### src/rtl/pwr_relay_sequencer.sv
`default_nettype none
// ============================================================================
//  Module      : pwr_relay_sequencer
//  Description : Executor-side relay sequencer for the power-control CPLD.
//                Builds the L-active relay request word and the three imax
//                timeout bytes, ramping UUT power one channel at a time
//                (GND first on the way up, GND last on the way down) and
//                dropping every request when the CPLD raises a power fail.
//  Revision    : 1.0 - initial release
// ============================================================================
module pwr_relay_sequencer #(
    parameter int         STEP_TICKS  = 10,
    parameter logic [7:0] TIMEOUT_DEF = 8'd50
) (
    input  logic       clk_timer,
    input  logic       reset_2,
    input  logic       start,
    input  logic       stop,
    input  logic       clear_fault,
    input  logic [3:0] req_mask,
    input  logic [7:0] timeout_cfg,
    input  logic       uut_pwr_fail,
    output logic [3:0] pwr_relays_n,
    output logic [7:0] imax_timeout_1,
    output logic [7:0] imax_timeout_2,
    output logic [7:0] imax_timeout_3,
    output logic       busy,
    output logic       pwr_on,
    output logic       fault
);

    // Reload value of the step counter: a channel holds for STEP_TICKS ticks.
    localparam logic [7:0] C_STEP_LOAD = 8'(STEP_TICKS - 1);

    typedef enum logic [2:0] {
        ST_IDLE      = 3'd0,
        ST_ARM       = 3'd1,
        ST_RAMP_UP   = 3'd2,
        ST_ON        = 3'd3,
        ST_RAMP_DOWN = 3'd4,
        ST_FAULT     = 3'd5
    } state_t;

    // Channel order on the way up: GND, PWR_1, PWR_2, PWR_3.
    function automatic logic [1:0] f_up_map(input logic [1:0] idx);
        case (idx)
            2'd0:    f_up_map = 2'd3;
            2'd1:    f_up_map = 2'd0;
            2'd2:    f_up_map = 2'd1;
            default: f_up_map = 2'd2;
        endcase
    endfunction

    // Channel order on the way down: PWR_3, PWR_2, PWR_1, GND.
    function automatic logic [1:0] f_down_map(input logic [1:0] idx);
        case (idx)
            2'd0:    f_down_map = 2'd2;
            2'd1:    f_down_map = 2'd1;
            2'd2:    f_down_map = 2'd0;
            default: f_down_map = 2'd3;
        endcase
    endfunction

    // Status flags {busy, pwr_on, fault} belonging to a state.
    function automatic logic [2:0] f_flags(input state_t s);
        f_flags = {(s == ST_ARM) || (s == ST_RAMP_UP) || (s == ST_RAMP_DOWN),
                   (s == ST_ON),
                   (s == ST_FAULT)};
    endfunction

    state_t     r_state;
    logic [1:0] r_idx;
    logic [7:0] r_cnt;
    logic [3:0] r_mask;
    logic [3:0] r_relays_n;
    logic [7:0] r_tmo;
    logic       r_busy;
    logic       r_pwr_on;
    logic       r_fault;
    logic       r_fail_meta;
    logic       r_fail_s;

    logic [1:0] w_idx_next;
    logic [1:0] w_up_nbit;
    logic [1:0] w_dn_nbit;

    // Bit that becomes active when the ramp advances to the next index.
    assign w_idx_next = r_idx + 2'd1;
    assign w_up_nbit  = f_up_map(w_idx_next);
    assign w_dn_nbit  = f_down_map(w_idx_next);

    // Two-stage synchroniser for the asynchronous power-fail alert.
    always_ff @(posedge clk_timer or negedge reset_2) begin
        if (!reset_2) begin
            r_fail_meta <= 1'b0;
            r_fail_s    <= 1'b0;
        end else begin
            r_fail_meta <= uut_pwr_fail;
            r_fail_s    <= r_fail_meta;
        end
    end

    // Sequencer: state, ramp index, step counter and all registered outputs.
    always_ff @(posedge clk_timer or negedge reset_2) begin
        if (!reset_2) begin
            r_state                       <= ST_IDLE;
            r_idx                         <= 2'd0;
            r_cnt                         <= 8'd0;
            r_mask                        <= 4'd0;
            r_relays_n                    <= 4'hF;
            r_tmo                         <= TIMEOUT_DEF;
            {r_busy, r_pwr_on, r_fault}   <= 3'b000;
        end else if (r_fail_s && (r_state != ST_IDLE)) begin
            // Power fail overrides everything: drop all requests this tick.
            r_state                       <= ST_FAULT;
            r_relays_n                    <= 4'hF;
            r_idx                         <= 2'd0;
            r_cnt                         <= 8'd0;
            {r_busy, r_pwr_on, r_fault}   <= f_flags(ST_FAULT);
        end else begin
            case (r_state)
                ST_IDLE: begin
                    if (!stop && start && (req_mask != 4'd0)) begin
                        r_mask                      <= req_mask;
                        r_tmo                       <= timeout_cfg;
                        r_state                     <= ST_ARM;
                        {r_busy, r_pwr_on, r_fault} <= f_flags(ST_ARM);
                    end
                end
                ST_ARM: begin
                    // Timeouts are already on the bus; request GND if selected.
                    r_state <= ST_RAMP_UP;
                    r_idx   <= 2'd0;
                    if (stop) begin
                        r_state <= ST_RAMP_DOWN;
                        r_cnt   <= 8'd0;
                    end else if (r_mask[3]) begin
                        r_relays_n[3] <= 1'b0;
                        r_cnt         <= C_STEP_LOAD;
                    end else begin
                        r_cnt <= 8'd0;
                    end
                end
                ST_RAMP_UP: begin
                    if (stop) begin
                        // Reverse from wherever the ramp has got to.
                        r_state <= ST_RAMP_DOWN;
                        r_idx   <= 2'd0;
                        if (!r_relays_n[2]) begin
                            r_relays_n[2] <= 1'b1;
                            r_cnt         <= C_STEP_LOAD;
                        end else begin
                            r_cnt <= 8'd0;
                        end
                    end else if (r_cnt != 8'd0) begin
                        r_cnt <= r_cnt - 8'd1;
                    end else if (r_idx == 2'd3) begin
                        r_state                     <= ST_ON;
                        {r_busy, r_pwr_on, r_fault} <= f_flags(ST_ON);
                    end else begin
                        r_idx <= w_idx_next;
                        if (r_mask[w_up_nbit]) begin
                            r_relays_n[w_up_nbit] <= 1'b0;
                            r_cnt                 <= C_STEP_LOAD;
                        end else begin
                            r_cnt <= 8'd0;
                        end
                    end
                end
                ST_ON: begin
                    if (stop) begin
                        r_state                     <= ST_RAMP_DOWN;
                        r_idx                       <= 2'd0;
                        {r_busy, r_pwr_on, r_fault} <= f_flags(ST_RAMP_DOWN);
                        if (!r_relays_n[2]) begin
                            r_relays_n[2] <= 1'b1;
                            r_cnt         <= C_STEP_LOAD;
                        end else begin
                            r_cnt <= 8'd0;
                        end
                    end
                end
                ST_RAMP_DOWN: begin
                    if (r_cnt != 8'd0) begin
                        r_cnt <= r_cnt - 8'd1;
                    end else if (r_idx == 2'd3) begin
                        r_state                     <= ST_IDLE;
                        r_idx                       <= 2'd0;
                        r_relays_n                  <= 4'hF;
                        {r_busy, r_pwr_on, r_fault} <= f_flags(ST_IDLE);
                    end else begin
                        // Only channels that are actually on cost a full step.
                        r_idx <= w_idx_next;
                        if (!r_relays_n[w_dn_nbit]) begin
                            r_relays_n[w_dn_nbit] <= 1'b1;
                            r_cnt                 <= C_STEP_LOAD;
                        end else begin
                            r_cnt <= 8'd0;
                        end
                    end
                end
                ST_FAULT: begin
                    if (clear_fault) begin
                        r_state                     <= ST_IDLE;
                        {r_busy, r_pwr_on, r_fault} <= f_flags(ST_IDLE);
                    end
                end
                default: begin
                    r_state                     <= ST_IDLE;
                    r_relays_n                  <= 4'hF;
                    {r_busy, r_pwr_on, r_fault} <= f_flags(ST_IDLE);
                end
            endcase
        end
    end

    assign pwr_relays_n   = r_relays_n;
    assign imax_timeout_1 = r_tmo;
    assign imax_timeout_2 = r_tmo;
    assign imax_timeout_3 = r_tmo;
    assign busy           = r_busy;
    assign pwr_on         = r_pwr_on;
    assign fault          = r_fault;

endmodule
`default_nettype wire

### config.mk
export PLATFORM = sky130hd
export DESIGN_NAME = pwr_relay_sequencer
export DESIGN_NICKNAME = d
export VERILOG_FILES = /design/src/rtl/pwr_relay_sequencer.sv
export SDC_FILE = /design/constraint.sdc
export NUM_CORES = 1
export LEC_CHECK = 0
export ABC_CLOCK_PERIOD_IN_PS = 3600
export CORE_ASPECT_RATIO = 0.75
export CORE_MARGIN = 4
export CORE_UTILIZATION = 40
export CTS_CLUSTER_DIAMETER = 50
export DETAILED_ROUTE_END_ITERATION = 8
export MAX_ROUTING_LAYER = met4
export PLACE_DENSITY = 0.65
export SLEW_MARGIN = 40
export SYNTH_ARGS = -nofsm -noshare
export SYNTH_HDL_FRONTEND = slang
export SYNTH_SLANG_ARGS = --single-unit
### constraint.sdc
create_clock -name clk_timer -period 3.6 [get_ports clk_timer]
set_clock_uncertainty 0.2 [all_clocks]
set_input_delay 0.54 -clock clk_timer [delete_from_list [all_inputs] [get_ports clk_timer]]
set_output_delay 0.54 -clock clk_timer [all_outputs]
set_load 0.005 [all_outputs]
==> results of run 1 <==
path summary, 6_finish.rpt:
| kind | start | end | cells past startpoint |
|---|---|---|---|
| worst max-delay path | r_idx[1]$_DFFE_PN0P_ | r_cnt[3]$_DFFE_PN0P_ | 7 |
| worst min-delay path | reset_2 | r_idx[0]$_DFFE_PN0P_ | 1 |
| worst max register to register | r_idx[1]$_DFFE_PN0P_ | r_cnt[3]$_DFFE_PN0P_ | 7 |
| worst min register to register | r_fail_meta$_DFF_PN0_ | r_fail_s$_DFF_PN0_ | 0 |
| max in group asynchronous | reset_2 | imax_timeout_1[5]$_DFFE_PN1P_ | 1 |
| min in group clk_timer | r_fail_meta$_DFF_PN0_ | r_fail_s$_DFF_PN0_ | 0 |
metrics by stage:
stage	utilization, %	hold slack [ns]	power, mW	worst slack [ns]
global placement	48.4	0.133	2.21	0.781
floorplan	-	0.0444	1.78	1.12
global route	49.8	0.0313	2.68	0.708
detailed placement	48.4	0.147	2.22	0.722
finish	49.8	-0.00757	2.50	0.939
CTS	49.8	0.157	2.51	0.953
placed cells by master, fill, tap and decap left out, types with 3 or more instances in the layout:
master	count
a2111oi_0	3
a21oi_1	13
a22o_1	3
a31oi_1	6
buf_4	4
clkbuf_8	5
clkdlybuf4s50_1	47
dfrtp_1	27
dfstp_2	7
ha_1	7
inv_1	12
mux2_2	15
mux2i_1	3
nand2_1	14
nand2b_1	8
nor2_1	14
nor2b_1	5
nor3_1	6
nor4_1	3
o21a_1	3
o21ai_0	11
o22ai_1	3
power by group:
part           switching [mW]  total, mW  leakage [nW]  internal [mW]
Combinational           0.677       1.45         0.715          0.771
Clock                   0.142      0.276        0.0450          0.134
Sequential              0.225      0.774         0.418          0.550
Total                    1.04       2.50          1.18           1.45
Yosys cell counts, drive strengths merged (2+ instances only):
cell and number:
a2111oi 4, a21o 2, a21oi 15, a22o 3, a311oi 2, a31oi 6, and2 2, buf 23
clkbuf 6, dfrtp 27, dfstp 7, ha 7, inv 12, mux2 17, mux2i 3, mux4 2
nand2 14, nand2b 8, nand3 2, nor2 14, nor2b 5, nor3 9, nor4 3, o211ai 3
o21a 3, o21ai 12, o22ai 3, o311ai 2, o41ai 2, or3b 3, or4 2, xor2 2
sequential cells by signal, indices dropped and copies added (netlist names), 2 cells and up:
register and cells:
r_state 3, r_cnt 8, imax_timeout_1 8, pwr_relays_n 4
r_idx 2, r_mask 4
worst reg2reg max path: stages (launching register included):
cell and delay, ns:
dfrtp_1 0.44, inv_1 0.14, ha_1 0.45, mux4_2 0.54, nor4bb_1 0.16, o21ai_0 0.22
o311ai_0 0.18, a22o_1 0.24
layer usage:
| layer | track usage [%] | up-vias |
|---|---|---|
| li1 | - | 954 |
| met1 | 27.3 | 979 |
| met2 | 24.5 | 78 |
| met3 | 3.33 | 9 |
| met4 | 6.76 | 0 |
| met5 | - | - |
final cells by class:
class / instances / area (um2)
inverter: 12 / 45.0
tap: 78 / 97.6
clock inverter: 2 / 10.0
clock buffer: 6 / 72.6
multi-input combinational: 173 / 1320
timing repair buffer: 51 / 500
fill: 542 / 2920
sequential: 34 / 860
cells by family after synthesis:
| family | after synthesis |
|---|---|
| AND/OR/NAND/NOR | 72 |
| adder cells (fa/ha/maj) | 7 |
| multiplexers | 22 |
| AO/OA/AOI/OAI | 69 |
| XOR/XNOR | 3 |
| flip-flops | 34 |
| buffers and inverters | 41 |
==> flow_summary.toml, run 1 <==
[run_status]
outcome = "finished, violations left"
violations = "negative hold slack"

[yosys]
synth_top_family_by_area = "compound AO/OA/AOI/OAI gates"
synth-simple-area-share_pct = 18.1
synth.top_cell.area_share_pct = 28.1
synth_async_sr_flop_share_pct = 100
synth_compound_area_share_pct = 20.7
ys_seq_area_share_pct = 35.7
yosysUniqueCellTypes = 67
synth_area_per_cell_um2 = 9.70
synth_fa_ha_area_share_pct = 3.64
muxShareOfSynthArea_pct = 11.2
synthesis.area_um2 = 2410
ys_ff_latch = 34
synth_edf_count = 0
synthTopCellsByArea = "dfrtp_1 28%, dfstp_2 7.6%, mux2_2 7.0%"
synthXorXnorAreaFrac_pct = 1.09
syn_nets = 273
syn_inst = 248
yosysTopAreaCell = "dfrtp_1"
synth-main-ff-cell = "dfrtp_1"
yosysWarnings = 0

[drt]
drt.antenna.violating_nets = 0
highest-signal-layer = "met4"
drt-met1-wl_mm = 2.96
vias = 2020
met2_length_mm = 2.59
first_pass_iters = 7
routed_wl_mm = 6.05
drc = 0
wl_per_cell_um = 17.0
met3WireLength_um = 410
viasPerCell = 5.67
drt-initial-drc-count = 140

[sta]
setup_viol = 0
slew_violations = 0
period_needed_ns = 2.66
whs_ns = -0.00757
rsz0062_at_grt = "no"
hold_viol = 25
worst_slew_pin_slew_ns = 0.786
fin_crit_sh_pct = 73.9
fmax_ghz = 0.376
max-slew-margin-rel_pct = 47.6
fin_setup_tns_ns = 0

[placed_design]
portBuffers = 48
place_congestion = 0.884
postPlaceCellArea_um2 = 2820
post-place-cells = 348
hpwl_mm = 4.51

[clocking]
cts_buffers = 5
postCtsSetupBuffers = 0
htreeDepth = 2
holdBufCountCts = 0
clk_path_buf_depth = 2
cts_sinks = 34
cts_resized = 0
clk_pin_slew_ns = 0.07
clock_latency_ns = 0.29
root_buffer = "clkbuf_8"
cts_tree = "yes"

[finish]
layout-drive-gt1-share_pct = 18.7
final_area_um2 = 2900
nets = 302
stdcell_count = 356
insertedDiodeCount = 0
syn_to_final_growth_pct = 20.7

[setup_path]
worst_setup_path_end_kind = "flip-flop"
critPathTopFamily = "compound AO/OA/AOI/OAI gates"
cpMaxStageDelayCell = "mux4_2"
crit_chain = "inv_1, ha_1, mux4_2, nor4bb_1, o21ai_0, o311ai_0, a22o_1"
rrSetupSlack_ns = 0.94
critPathMaxStageDelay_ns = 0.53
arrival_ns = 2.64
cp_max_fo = 6
crit_type = "flip-flop to flip-flop"
cp-start-kind = "flip-flop"
crit_buf_inv = 1
cp.required_ns = 3.58

[power]
p_leak_nw = 1.18
peakVddDrop_v = 0.000425
p_per_area_nw_per_um2 = 861

[job]
timing.max_cap.violations = 0

[worst_hold_path]
hp-class = "input pin to async pin"

[die]
dieArea_um2 = 7330
core-area_um2 = 5830
die_w_um = 97.6
initial_core_util_pct = 41.3
die_h_um = 75.2
ios = 49
rows = 24

[grt]
track_usage_pct = 18.3
grt_pass1_wl_mm = 10.1
antenna_found_initial = 0
grt_pass1_vias = 1862
grt.overflow.total = 0
grt_max_degree = 35
Power figures use the tool's default switching activity.
==> run 2, diff against run 1 <==
--- a/config.mk
+++ b/config.mk
@@ -5,14 +5,14 @@
 export SDC_FILE = /design/constraint.sdc
 export NUM_CORES = 1
 export LEC_CHECK = 0
-export ABC_CLOCK_PERIOD_IN_PS = 3600
+export ABC_CLOCK_PERIOD_IN_PS = 2300
 export CORE_ASPECT_RATIO = 0.75
 export CORE_MARGIN = 4
 export CORE_UTILIZATION = 40
 export CTS_CLUSTER_DIAMETER = 50
 export DETAILED_ROUTE_END_ITERATION = 8
 export MAX_ROUTING_LAYER = met4
-export PLACE_DENSITY = 0.65
+export PLACE_DENSITY = 0.67
 export SLEW_MARGIN = 40
 export SYNTH_ARGS = -nofsm -noshare
 export SYNTH_HDL_FRONTEND = slang
==> constraint.sdc (replaced) <==
create_clock -name clk_timer -period 2.3 [get_ports clk_timer]
set_clock_uncertainty 0.2 [all_clocks]
set_input_delay 0.345 -clock clk_timer [delete_from_list [all_inputs] [get_ports clk_timer]]
set_output_delay 0.345 -clock clk_timer [all_outputs]
set_load 0.005 [all_outputs]
==> run 2 against run 1 <==
The run now ends clean; final area grew 13%; register-to-register slack got worse by 0.84 ns; clock-buffer cell count decreased by 1; via count rose by 7.1%; highest routed layer unchanged.
==> flow_summary.toml, run 2 (synthesis gave the netlist of run 1 again) <==
[finish]
syn_to_final_growth_pct = 36.8
layout-drive-gt1-share_pct = 33.3
stdcell_count = 399
fillerInstances = 519
insertedDiodeCount = 0
final_common_cell = "clkdlybuf4s50_1"
final_cell_mix = "48 x clkdlybuf4s50_1, 46 x buf_4, 26 x dfrtp_1, 15 x mux2_2, 14 x nand2_1"
nets = 345

[power]
p_per_area_nw_per_um2 = 1420
peakVddDrop_v = 0.000697
p_total_mw = 4.67
p_leak_nw = 1.40

[clocking]
cts_sinks = 34
holdBufCountCts = 0
root_buffer = "clkbuf_8"
cts_tree = "yes"
clk_path_buf_depth = 2
htreeDepth = 2
clock_latency_ns = 0.29
clk_pin_slew_ns = 0.07
cts_buffers = 5

[placed_design]
portBuffers = 48
post-place-cells = 388
place_congestion = 0.875
hpwl_mm = 4.88

[setup_path]
crit_buf_inv = 1
startpoint = "req_mask[1]"
cp-start-kind = "input pin"
cp_max_fo = 2
crit_chain = "clkdlybuf4s50_1, or4_4, a311oi_2, o21ai_1, a21oi_2, mux2_2"
rr_startpoint = "r_idx[0]$_DFFE_PN0P_"
arrival_ns = 2.21
critPathMaxStageDelay_ns = 0.56
cp.required_ns = 2.28
critPathTopFamily = "simple AND/OR/NAND/NOR gates"
crit_type = "input pin to flip-flop"
worst_setup_path_end_kind = "flip-flop"
cpMaxStageDelayCell = "or4_4"

[run_status]
outcome = "complete, no violations"

[grt]
grt_pass1_vias = 2122
grt_max_degree = 35
track_usage_pct = 19.0
antenna_found_initial = 0
grt.overflow.total = 0
grt_pass1_wl_mm = 10.8

[drt]
vias = 2163
routed_wl_mm = 6.34
wl_per_cell_um = 15.9
drc = 0
viasPerCell = 5.42
drt-initial-drc-count = 202
drt.antenna.violating_nets = 0
first_pass_iters = 4

[sta]
max-slew-margin-rel_pct = 56.9
hold_viol = 0
slew_violations = 0
rsz0062_at_grt = "yes"
setup_viol = 0
period_needed_ns = 2.23
fin_crit_sh_pct = 97.0
worst_slew_pin_slew_ns = 0.644
fmax_ghz = 0.448

[die]
dieArea_um2 = 7330
initial_core_util_pct = 41.3
ios = 49
die_w_um = 97.6
core-area_um2 = 5830
die_h_um = 75.2
rows = 24

[worst_hold_path]
worstHoldStart = "r_fail_meta$_DFF_PN0_"
hp-class = "flip-flop to flip-flop"

[job]
timing.max_cap.violations = 0
run 2: cell types whose count changed in the layout (fill, tap and decap cells not counted), sizes merged:
cell and delta:
buf +42, clkinvlp +1, clkbuf -1, clkdlybuf4s50 +1
run 2: path summary, 6_finish.rpt:
| check | to | slack, ns | cells past startpoint |
|---|---|---|---|
| min in group asynchronous | r_cnt[3]$_DFFE_PN0P_ | 0.24 | 2 |
| hold / removal | r_fail_s$_DFF_PN0_ | 0.15 | 0 |
| setup reg to reg | r_cnt[3]$_DFFE_PN0P_ | 0.10 | 7 |
| max in group asynchronous | pwr_relays_n[1]$_DFFE_PN1P_ | 1.31 | 2 |
| setup / recovery | busy$_DFFE_PN0P_ | 0.07 | 6 |
| hold reg to reg | r_fail_s$_DFF_PN0_ | 0.15 | 0 |
run 2: cell type report:
cell class	instances	area, um2	share of cell area [%]
repair buffers	94	826	25.1
clock inverters	3	21.3	0.646
multi-input cells	173	1370	41.7
clock buffers	5	68.8	2.09
inverters	12	45.0	1.37
well taps	78	97.6	2.96
flip-flops and latches	34	861	26.1
run 2: per-stage QoR:
step                setup TNS, ns  util (%)  setup WS [ns]  area [um2]  hold WS (ns)
finish                          0      56.5         0.0683        3290         0.154
global route             -0.00962      56.5       -0.00962        3290         0.171
CTS                             0      55.7         0.0451        3240         0.158
detailed placement          -2.18      53.9         -0.353        3140         0.139
global placement            -4.89      53.8         -0.309        3140         0.135
floorplan                       0         -         0.0303        2420        -0.151
run 2: where the power goes:
group          internal, mW  leakage, nW  switching, mW
Combinational          1.71        0.935           1.38
Clock                 0.213       0.0441          0.242
Sequential            0.869        0.416          0.258
Total                  2.80         1.40           1.88
run 2: layer usage:
layer | share of wire, % | vias to the layer above | GRT usage [%]
met2 | 43 | 81 | 28.5
met5 | 0 | - | -
li1 | - | 1044 | -
met3 | 7.1 | 8 | 2.96
met4 | 0.77 | 0 | 4.30
met1 | 49 | 1030 | 27.3
run 2: repair_timing:
item	CTS	global route
setup endpoints to repair	3	16
hold endpoints to repair	0	0
gates resized for setup	1	14
pin swaps	3	3
setup buffers	1	2
run 2: worst reg2reg max path, delay by kind of cell, from the launching register on:
| kind | cells | cell delay (ns) |
|---|---|---|
| muxes | 1 | 0.50 |
| AOI/OAI and AO/OA | 3 | 0.51 |
| buffers and inverters | 1 | 0.07 |
| DFF | 1 | 0.37 |
| and+or+nand+nor | 1 | 0.16 |
| adders and majority gates | 1 | 0.29 |
==> patch: new RTL, settings of run 2 <==
The 6 states of `state_t` get a Gray code encoding in 3 bits.
--- a/src/rtl/pwr_relay_sequencer.sv
+++ b/src/rtl/pwr_relay_sequencer.sv
@@ -33,12 +33,12 @@
     localparam logic [7:0] C_STEP_LOAD = 8'(STEP_TICKS - 1);
 
     typedef enum logic [2:0] {
-        ST_IDLE      = 3'd0,
-        ST_ARM       = 3'd1,
-        ST_RAMP_UP   = 3'd2,
-        ST_ON        = 3'd3,
-        ST_RAMP_DOWN = 3'd4,
-        ST_FAULT     = 3'd5
+        ST_IDLE      = 3'b000,
+        ST_ARM       = 3'b001,
+        ST_RAMP_UP   = 3'b011,
+        ST_ON        = 3'b010,
+        ST_RAMP_DOWN = 3'b110,
+        ST_FAULT     = 3'b111
     } state_t;
 
     // Channel order on the way up: GND, PWR_1, PWR_2, PWR_3.
Behaviour: no difference found for any inputs over 10 cycles, from zero or initial values and one cycle with reset_2 low; not proved beyond that.
==> patch against run 2 <==
The run now ends with negative setup slack left. Synthesized cell count up 1.2%. Largest cell class unchanged. Sequential share of layout area about the same. Count of clock-buffer cells in the layout unchanged. Hold slack worse by 0.00095 ns. Setup slack worse by 0.22 ns. Power up 5.6%. Largest power group unchanged. Sequential cell count unchanged. Wire length up 5.6%. Core utilization up 3.3 points. Critical endpoint is now pwr_relays_n[3]. Synthesized area down 1.7%. First-iteration DRC count down 24%. Cell area up 0.30%.
==> patch: results (changes against run 2) <==
* Status: finished, violations left
* Failing checks: negative setup slack
* Synth cell count leaders: dfrtp_1, a21oi_1, buf_4, inv_1, o21ai_0
* Psw at 1970 uW (+4.9%)
* Xor and xnor fraction of the mapped netlist area at 0% (-1.1 points)
* Reg2Reg Launch Point: r_idx[1]
* Crit-path max FO at 4 (+2)
* M1 WL at 3260 um (+5.0%)
* Total wire length at 6700 um (+5.6%)
* Synth Net Count at 277 (+1.5%)
* Multiplexer area fraction after synthesis at 8.46% (-2.8 points)
* Clk pwr at 682 uW (+50%)
* Dpl cell area at 0.00306 mm^2 (-2.6%)
* Power share of the sequential group at 23.5% (-0.6 points)
* GPL Wtd Cong at 0.878 (+0.43%)
* Fill count at 468 (-9.8%)
* Max H-tree Level at 2 (unchanged)
* Crit path to: pwr_relays_n[3]
* Starting DRT DRC Count at 153 (-24%)
* Hold_sp: r_fail_meta
* Post-Syn Instances at 251 (+1.2%)
* GRT met1 Usage at 26.9% (-0.36 points)
* Gr usage total at 19.1% (+0.042 points)
* Post-Synth Adder-Cell Area at 4.23% (+0.59 points)
* Routed via count at 2,190 (+1.2%)
* Total power at 4930 uW (+5.6%)
* Area contributors post-synth: dfrtp_1, dfstp_2, mux2_2
* Metal3 WL at 474 um (+6.0%)
* Vias in the first global route at 2,055 (-3.2%)
* Setup TNS Final at -0.509 ns (-0.509 ns)
* Critical path's slowest cell: mux4_2
* DP HPWL at 4870 um (-0.22%)
* Leakage at 0.00139 uW (-0.18%)
* Sequential share of the synthesized area at 36.3% (+0.60 points)
* Global-route wire length before repair at 10,400 um (-3.6%)
* Setup-failing EPs final at 6 (+6)
* Setup WS pre-CTS at -0.162 ns (+0.191 ns)
* Worst skew pair latency at 0.29 ns (about the same)
* Routed met2 length at 2870 um (+4.9%)
* Met2 usage at 26.2% (-2.3 points)
* Crit-path max cell delay at 0.54 ns (-0.02 ns)
* Cell family with most CP delay: compound AO/OA/AOI/OAI gates
* GRT met3 Usage at 5.62% (+2.7 points)
* Yosys cell types at 59 (-12%)
* Synth Area in Compound Gates at 24.9% (+4.2 points)
* Initial antenna violation count at 0 (unchanged)
* Layout cells sized above 1 at 28.7% (-4.6 points)
* Nets@finish at 342 (-0.87%)
* Max IR drop VDD at 0.000712 V (+2.1%)
* Worst rel slew slack at 61.9% (+5.0 points)
* Setup WS post-layout at -0.147 ns (-0.215 ns)
* Dpl cells at 381 (-1.8%)
* Wirelength per Cell at 17.1 um (+7.5%)
patch: layout make-up:
class / instances / area [um^2] / share of cell area, %
well taps: 75 / 93.8 / 2.84
inverters: 13 / 51.3 / 1.55
clock buffers: 5 / 68.8 / 2.08
multi-input cells: 174 / 1360 / 41.0
repair buffers: 88 / 801 / 24.3
flip-flops and latches: 34 / 863 / 26.1
clock inverters: 3 / 68.8 / 2.08
patch: repair_timing:
action | 4_1_cts | 5_1_grt
setup endpoints to repair | 5 | 12
gates resized for setup | 2 | 14
hold buffers | 0 | 0
setup buffers | 0 | 3
pin swaps | 0 | 7
patch: worst min-delay path by stage:
stage               endpoint  slack (ns)  depth (start not counted)
floorplan               busy       -0.15                          0
global placement    r_fail_s        0.13                          0
detailed placement  r_fail_s        0.14                          0
CTS                 r_fail_s        0.16                          0
global route        r_fail_s        0.16                          0
finish              r_fail_s        0.15                          0
